--- config.mk ---
export PLATFORM = sky130hd
export DESIGN_NAME = lsu_mem_bridge
export DESIGN_NICKNAME = d
export VERILOG_FILES = /design/src/rtl/lsu_mem_bridge.sv
export SDC_FILE = /design/constraint.sdc
export NUM_CORES = 1
export LEC_CHECK = 0
export BUFFER_PORTS_ARGS = -buffer_cell sky130_fd_sc_hd__buf_2
export CAP_MARGIN = 20
export CORE_ASPECT_RATIO = 0.6
export CORE_UTILIZATION = 30
export CTS_BUF_LIST = sky130_fd_sc_hd__clkbuf_8
export DETAILED_ROUTE_END_ITERATION = 8
export GPL_TIMING_DRIVEN = 0
export PLACE_DENSITY_LB_ADDON = 0.12
export SLEW_MARGIN = 20
export SYNTH_ARGS = -nofsm -noshare
export SYNTH_HDL_FRONTEND = slang
export SYNTH_SLANG_ARGS = --single-unit
--- constraint.sdc ---
create_clock -name clk -period 3.35 [get_ports clk]
set_clock_uncertainty 0.15 [all_clocks]
set_input_delay 0.67 -clock clk [delete_from_list [all_inputs] [get_ports clk]]
set_output_delay 0.67 -clock clk [all_outputs]
set_load 0.01 [all_outputs]
--- src/rtl/lsu_mem_bridge.sv ---
// Load/store bridge: turns byte/half/word CPU requests into word-aligned memory accesses with byte lanes.
// Optional feature: define LSU_MISALIGN_TRAP_EN to reject misaligned requests instead of truncating them.
module lsu_mem_bridge #(
  parameter int unsigned TIMEOUT_CYCLES = 16
) (
  input  logic        clk,
  input  logic        rst,
  input  logic        req_valid,
  input  logic        req_write,
  input  logic [1:0]  req_size,
  input  logic        req_unsigned,
  input  logic [31:0] req_addr,
  input  logic [31:0] req_wdata,
  output logic        req_ready,
  output logic        stall,
  output logic        rsp_valid,
  output logic        rsp_err,
  output logic [31:0] rsp_rdata,
  output logic        mem_req,
  output logic [3:0]  mem_we,
  output logic [31:0] mem_addr,
  output logic [31:0] mem_wdata,
  input  logic        mem_ack,
  input  logic [31:0] mem_rdata
);

  typedef enum logic [1:0] {IDLE, ACCESS, RESP} state_t;

  localparam int unsigned CW = (TIMEOUT_CYCLES > 1) ? $clog2(TIMEOUT_CYCLES) : 1;
  localparam logic [CW-1:0] CNT_LAST = CW'((TIMEOUT_CYCLES == 0) ? 0 : TIMEOUT_CYCLES - 1);

  state_t        state;
  logic [CW-1:0] cnt;
  logic [1:0]    off_q;
  logic [1:0]    size_q;
  logic          unsigned_q;
  logic          write_q;

  logic [1:0]    eff_off;
  logic          illegal;
  logic [3:0]    lane_we;
  logic [31:0]   lane_wdata;
  logic [31:0]   shifted;
  logic [31:0]   load_data;
  logic          timeout_hit;

  assign req_ready   = (state == IDLE);
  assign stall       = ((state == IDLE) && req_valid) || (state == ACCESS);
  assign timeout_hit = (TIMEOUT_CYCLES != 0) && (cnt == CNT_LAST);

  // NOTE: every always_comb output gets a default first so no path leaves it unassigned (no latch).
  always_comb begin
    eff_off    = 2'b00;
    lane_we    = 4'b0000;
    lane_wdata = req_wdata;
    illegal    = (req_size == 2'b11);
`ifdef LSU_MISALIGN_TRAP_EN
    if ((req_size == 2'b01 && req_addr[0]) || (req_size == 2'b10 && req_addr[1:0] != 2'b00))
      illegal = 1'b1;
`endif
    // Misaligned half/word addresses are truncated to their natural granularity.
    case (req_size)
      2'b00: begin
        eff_off    = req_addr[1:0];
        lane_we    = 4'b0001 << eff_off;
        lane_wdata = {4{req_wdata[7:0]}};
      end
      2'b01: begin
        eff_off    = {req_addr[1], 1'b0};
        lane_we    = 4'b0011 << eff_off;
        lane_wdata = {2{req_wdata[15:0]}};
      end
      2'b10:   lane_we = 4'b1111;
      default: lane_we = 4'b0000;
    endcase
  end

  always_comb begin
    shifted   = mem_rdata >> {off_q, 3'b000};
    load_data = shifted;
    case (size_q)
      2'b00: load_data = unsigned_q ? {24'd0, shifted[7:0]} : {{24{shifted[7]}}, shifted[7:0]};
      2'b01: load_data = unsigned_q ? {16'd0, shifted[15:0]} : {{16{shifted[15]}}, shifted[15:0]};
      default: load_data = shifted;
    endcase
  end

  // NOTE: sequential state uses non-blocking assignments so all registers update together at the edge.
  always_ff @(posedge clk) begin
    if (rst) begin
      state      <= IDLE;
      cnt        <= '0;
      off_q      <= 2'b00;
      size_q     <= 2'b00;
      unsigned_q <= 1'b0;
      write_q    <= 1'b0;
      mem_req    <= 1'b0;
      mem_we     <= 4'b0000;
      mem_addr   <= 32'd0;
      mem_wdata  <= 32'd0;
      rsp_valid  <= 1'b0;
      rsp_err    <= 1'b0;
      rsp_rdata  <= 32'd0;
    end else begin
      rsp_valid <= 1'b0;
      rsp_err   <= 1'b0;
      rsp_rdata <= 32'd0;
      case (state)
        IDLE: begin
          if (req_valid) begin
            off_q      <= eff_off;
            size_q     <= req_size;
            unsigned_q <= req_unsigned;
            write_q    <= req_write;
            cnt        <= '0;
            if (illegal) begin
              state     <= RESP;
              rsp_valid <= 1'b1;
              rsp_err   <= 1'b1;
            end else begin
              state     <= ACCESS;
              mem_req   <= 1'b1;
              mem_we    <= req_write ? lane_we : 4'b0000;
              mem_addr  <= {req_addr[31:2], 2'b00};
              mem_wdata <= lane_wdata;
            end
          end
        end
        ACCESS: begin
          // An ack in the final timeout cycle still completes the access normally.
          if (mem_ack) begin
            state     <= RESP;
            mem_req   <= 1'b0;
            rsp_valid <= 1'b1;
            rsp_rdata <= write_q ? 32'd0 : load_data;
          end else if (timeout_hit) begin
            state     <= RESP;
            mem_req   <= 1'b0;
            rsp_valid <= 1'b1;
            rsp_err   <= 1'b1;
          end else begin
            cnt <= cnt + CW'(1);
          end
        end
        RESP:    state <= IDLE;
        default: state <= IDLE;
      endcase
    end
  end

endmodule

Yosys cells after proc, flatten, opt, wreduce, memory -nomap -nowiden. Cells that the tools add are included.

Output and inout bits: 105. Register bits: 113.

Bitwise logic cells: 3. Muxes and demuxes: 28. Reduce and logical (&&, ||, !) cells: 12. Equal/unequal tests: 11. Add/sub/neg operators: 1. Shift-type cells: 3.

Operator list (count): $pmux W32 S2 (2); $mux W32 (2); $shr A32 B5 Y32 (1); $mux W4 (4); $pmux W4 S3 (1); $mux W1 (9); $mux W2 (4); $ne A2 B2 Y1 const B (4); $pmux W2 S2 (2); $pmux W4 S2 (1); $reduce_and A4 Y1 (2); $eq A2 B1 Y1 const B (3); $logic_not A2 Y1 (3); $pmux W1 S2 (3); $add A4 B1 Y4 const B (1); $eq A2 B2 Y1 const B (2); $eq A4 B4 Y1 const B (1); $reduce_and A2 Y1 (2); $reduce_or A4 Y1 (1); $shl A1 B2 Y4 const A (1); $shl A2 B2 Y4 const A (1); $ne A3 B3 Y1 const B (1); $not A1 Y1 (3); $reduce_and A3 Y1 (1); other kinds (3) (3).

Logic depth before layout (Yosys ltp).
Depth after elaboration: 4. Mapped depth: 7.

Least setup slack after synthesis. Ideal clock, no wire load.

Kind: input port to flip-flop. Start point: input rst. End point: register rsp_rdata[23]. Path slack: 1.124 ns. Stages: 7. Path buffers: 3. Data arrival time: 2.009 ns. Required time: 3.133 ns. Cell sequence: buf_2 nand4bb_1 or2_0 buf_2 a2111o_1 buf_6 o21ai_2.

Longest elaborated chain between the ends: 1.

Ends and longest elaborated chain: start, declared (RTL line 7) `input logic rst,`; $reduce_or A4 Y1 (no line); end signal, assigned (RTL line 135) `rsp_rdata <= write_q ? 32'd0 : load_data;`; end, declared (RTL line 18) `output logic [31:0] rsp_rdata,`.

No other way between the ends. A chain may end at the register's enable or synchronous reset.

Worst setup path after layout.
Start point: input rst. End point: register rsp_rdata[31].

The elaborated chain is that of the path after synthesis.

==> metrics.txt <==
worst min-delay path class=reg -> reg; Critical R2R Launch=state[0]; # rows=34; TritonCTS clock tree=yes; DRT Pass-1 Iters=7; Worst-path clk slew=60 ps; ANT nets after route=0; Via density=roughly 4.8; Syn-to-layout area delta=37.0%; hold depth=2; I/O Pins=around 210; clk_lat worst skew=about 410 ps; layout net count=893; CP arrival=roughly 2500 ps; post-synth cell types=43; Synth warnings=0; final hold viol count=0; gr usage total=0.199; 1st-iter DRT viols=~300; Die Wd=163 um; RSZ-0062 raised after global routing=false; GR Overflow Total=0; status=complete, no violations; synthesized flop and latch total=about 110; Core ar.=between 10000 and 15000 um2; first-pass GRT wire length=around 25000 um; total power=3.39 mW; CP Cell Sequence=buf_2 -> nand4bb_1 -> or2_0 -> buf_2 -> a2111o_1 -> buf_6 -> nand2_1; vias in the first global route=4603; post-CTS setup buffers=0; Final Cycle Share=0.672; r2r setup slk=approximately 1100 ps; GP Congestion=0.875; DPL Wire Length=roughly 12000 um; clock buffer depth=2; routed wire length=approximately 16000 um; Worst path max stage delay=between 500 and 600 ps; Peak VDD IR=around 0.20 mV; hold path endpoint=mem_we[3]; root buffer cell=clkbuf_8; Slew HR=0.501; PostCTS Resize Cnt=0; worst slew pin tran=742 ps; Max Clock Freq=between 0.4 and 0.5 GHz; crit end category=flip-flop; IO Port Bufs=about 210; largest net degree at the start of global routing=17; crit start category=input pin; H-tree depth=4; die footprint=16000 um2; Static Leak=2.96 nW; # clock sinks=113; syn_area_per_cell=roughly 8.3 um2; Avg WL per Cell=15.8 um; Post-route DRC=0; fin crit period=between 2000 and 2500 ps; setup total negative slack=0 ps; Die Ht=a little under 100 um; share of layout cells above drive strength 1=0.331; Cells after Synth=roughly 560; CP Data Required Time=3560 ps; crit path kind=in -> reg; starting density of the core=0.315; crit-path most repeated cell=buf_2; vias after detailed routing=around 4.8k; sequential cell area fraction in the yosys report=0.486; worst reg2reg path depth=7; diode count=0; HP Start=mem_we[3]; pre-CTS WS=between 600 and 700 ps; FF-to-FF End=rsp_rdata[31]; placed insts=967; Final Max Slew Viols=0; max-cap viol count=0; initial antenna violation count=0; cell area after synthesis=~4700 um2; final setup fails=0; Power Density=between 500 and 600 nW/um2; post-cts hold buffer count=0; fin worst setup slack=~1100 ps; final instance count without filler cells=between 900 and 1k; Slowest-stage cell, CP=a2111o_1; crit path max fanout=10; CTS buffer count=17
critical path: cells and delay by family:
| kind | cells | cell delay [ps] |
|---|---|---|
| and+or+nand+nor | 3 | 690 |
| buffers and inverters | 3 | 560 |
| AOI/OAI and AO/OA | 1 | 540 |
Yosys cell counts:
cell type,number,area (um2)
nand2_1,143,537
dfxtp_1,113,2260
a21oi_1,69,345
nor2_1,36,135
mux2i_1,32,320
o21ai_0,31,155
clkbuf_1,24,90.1
a211oi_1,22,165
buf_2,17,85.1
a311oi_1,9,78.8
nor2b_1,8,50.1
and2_1,7,43.8
nor3_1,6,30.0
nand2b_1,5,31.3
buf_1,3,11.3
mux2_2,3,33.8
nor3b_1,3,22.5
or3_1,3,18.8
buf_4,2,15.0
nand3_1,2,10.0
o211a_1,2,20.0
o21ai_2,2,17.5
a2111o_1,1,11.3
a21oi_4,1,16.3
a2bb2oi_1,1,8.76
a31oi_1,1,6.26
and3_1,1,6.26
buf_6,1,11.3
conb_1,1,3.75
ha_1,1,12.5
inv_1,1,3.75
nand4_1,1,6.26
nand4b_1,1,8.76
nand4bb_1,1,11.3
nor3b_2,1,12.5
nor4_1,1,6.26
o211ai_1,1,7.51
or2_0,1,6.26
or2_2,1,6.26
or3b_1,1,8.76
or3b_2,1,8.76
xnor2_1,1,8.76
xor2_1,1,8.76
metrics by stage:
stage	hold slack, ps	area, um2	util
finish	298	6380	0.431
global route	313	6380	0.431
CTS	301	6380	0.431
detailed placement	292	5940	0.401
global placement	288	5940	0.401
floorplan	295	4660	-
worst max-delay path by stage:
stage | slack (ps) | to | from
2_1_floorplan | 1120 | rsp_rdata[23] | rst
3_3_place_gp | 680 | rsp_rdata[31] | rst
3_5_place_dp | 700 | rsp_rdata[31] | rst
4_1_cts | 1140 | rsp_rdata[31] | rst
5_1_grt | 1000 | mem_wdata[1] | state[1]
6_report | 1100 | rsp_rdata[31] | rst
sequential cells by signal, summed over array words and instances, names as in the netlist:
name	flops
mem_we	4
rsp_err	1
unsigned_q	1
size_q	2
mem_addr	30
mem_req	1
mem_wdata	32
state	2
write_q	1
rsp_rdata	32
off_q	2
rsp_valid	1
cnt	4
per-layer routing:
metal  vias to the layer above  track usage  share of wire
met2                       194        0.271           0.41
met5                         -            0              0
met3                        12       0.0707          0.089
li1                       2364            -              -
met1                      2243        0.291           0.50
met4                         0       0.0532         0.0091
placed cells by master (no fill, tap or decap), types with 2 or more instances in the layout:
cell	Yosys	final
a211oi_1	22	22
a21oi_1	69	69
a311oi_1	9	9
and2_1	7	7
buf_1	3	3
buf_2	17	222
buf_4	2	2
bufinv_16	0	3
clkbuf_1	24	24
clkbuf_8	0	25
conb_1	1	2
dfxtp_1	113	113
mux2_2	3	3
mux2i_1	32	32
nand2_1	143	143
nand2b_1	5	5
nand3_1	2	2
nor2_1	36	36
nor2b_1	8	8
nor3_1	6	6
nor3b_1	3	3
o211a_1	2	2
o21ai_0	31	31
o21ai_2	2	2
or3_1	3	3
cell families (layout without fill, tap and decap cells):
kind of cell | count (synthesis) | in the layout | synth area share
mux | 35 | 35 | 0.0760
compound gates | 140 | 140 | 0.179
buf+inv | 48 | 282 | 0.0465
xor+xnor | 2 | 2 | 0.00376
other cells | 1 | 2 | 0.000805
fa+ha+maj | 1 | 1 | 0.00269
simple gates | 223 | 223 | 0.206
flops | 113 | 113 | 0.486
area by class of cell:
type | count | area [um2]
plain buffers | 47 | 213
clock buffers | 25 | 344
clock inverters | 4 | 95.1
fillers | 1546 | 8420
inverters | 1 | 3.75
multi-input cells | 403 | 2190
flip-flops and latches | 113 | 2260
well taps | 198 | 248
repair buffers | 205 | 1030
report_power, final:
group          switching [mW]  internal, mW
Combinational           0.309         0.198
Sequential             0.0370          1.42
Clock                   0.540         0.884
Total                   0.886          2.50
(Power assumes the default switching activity.)
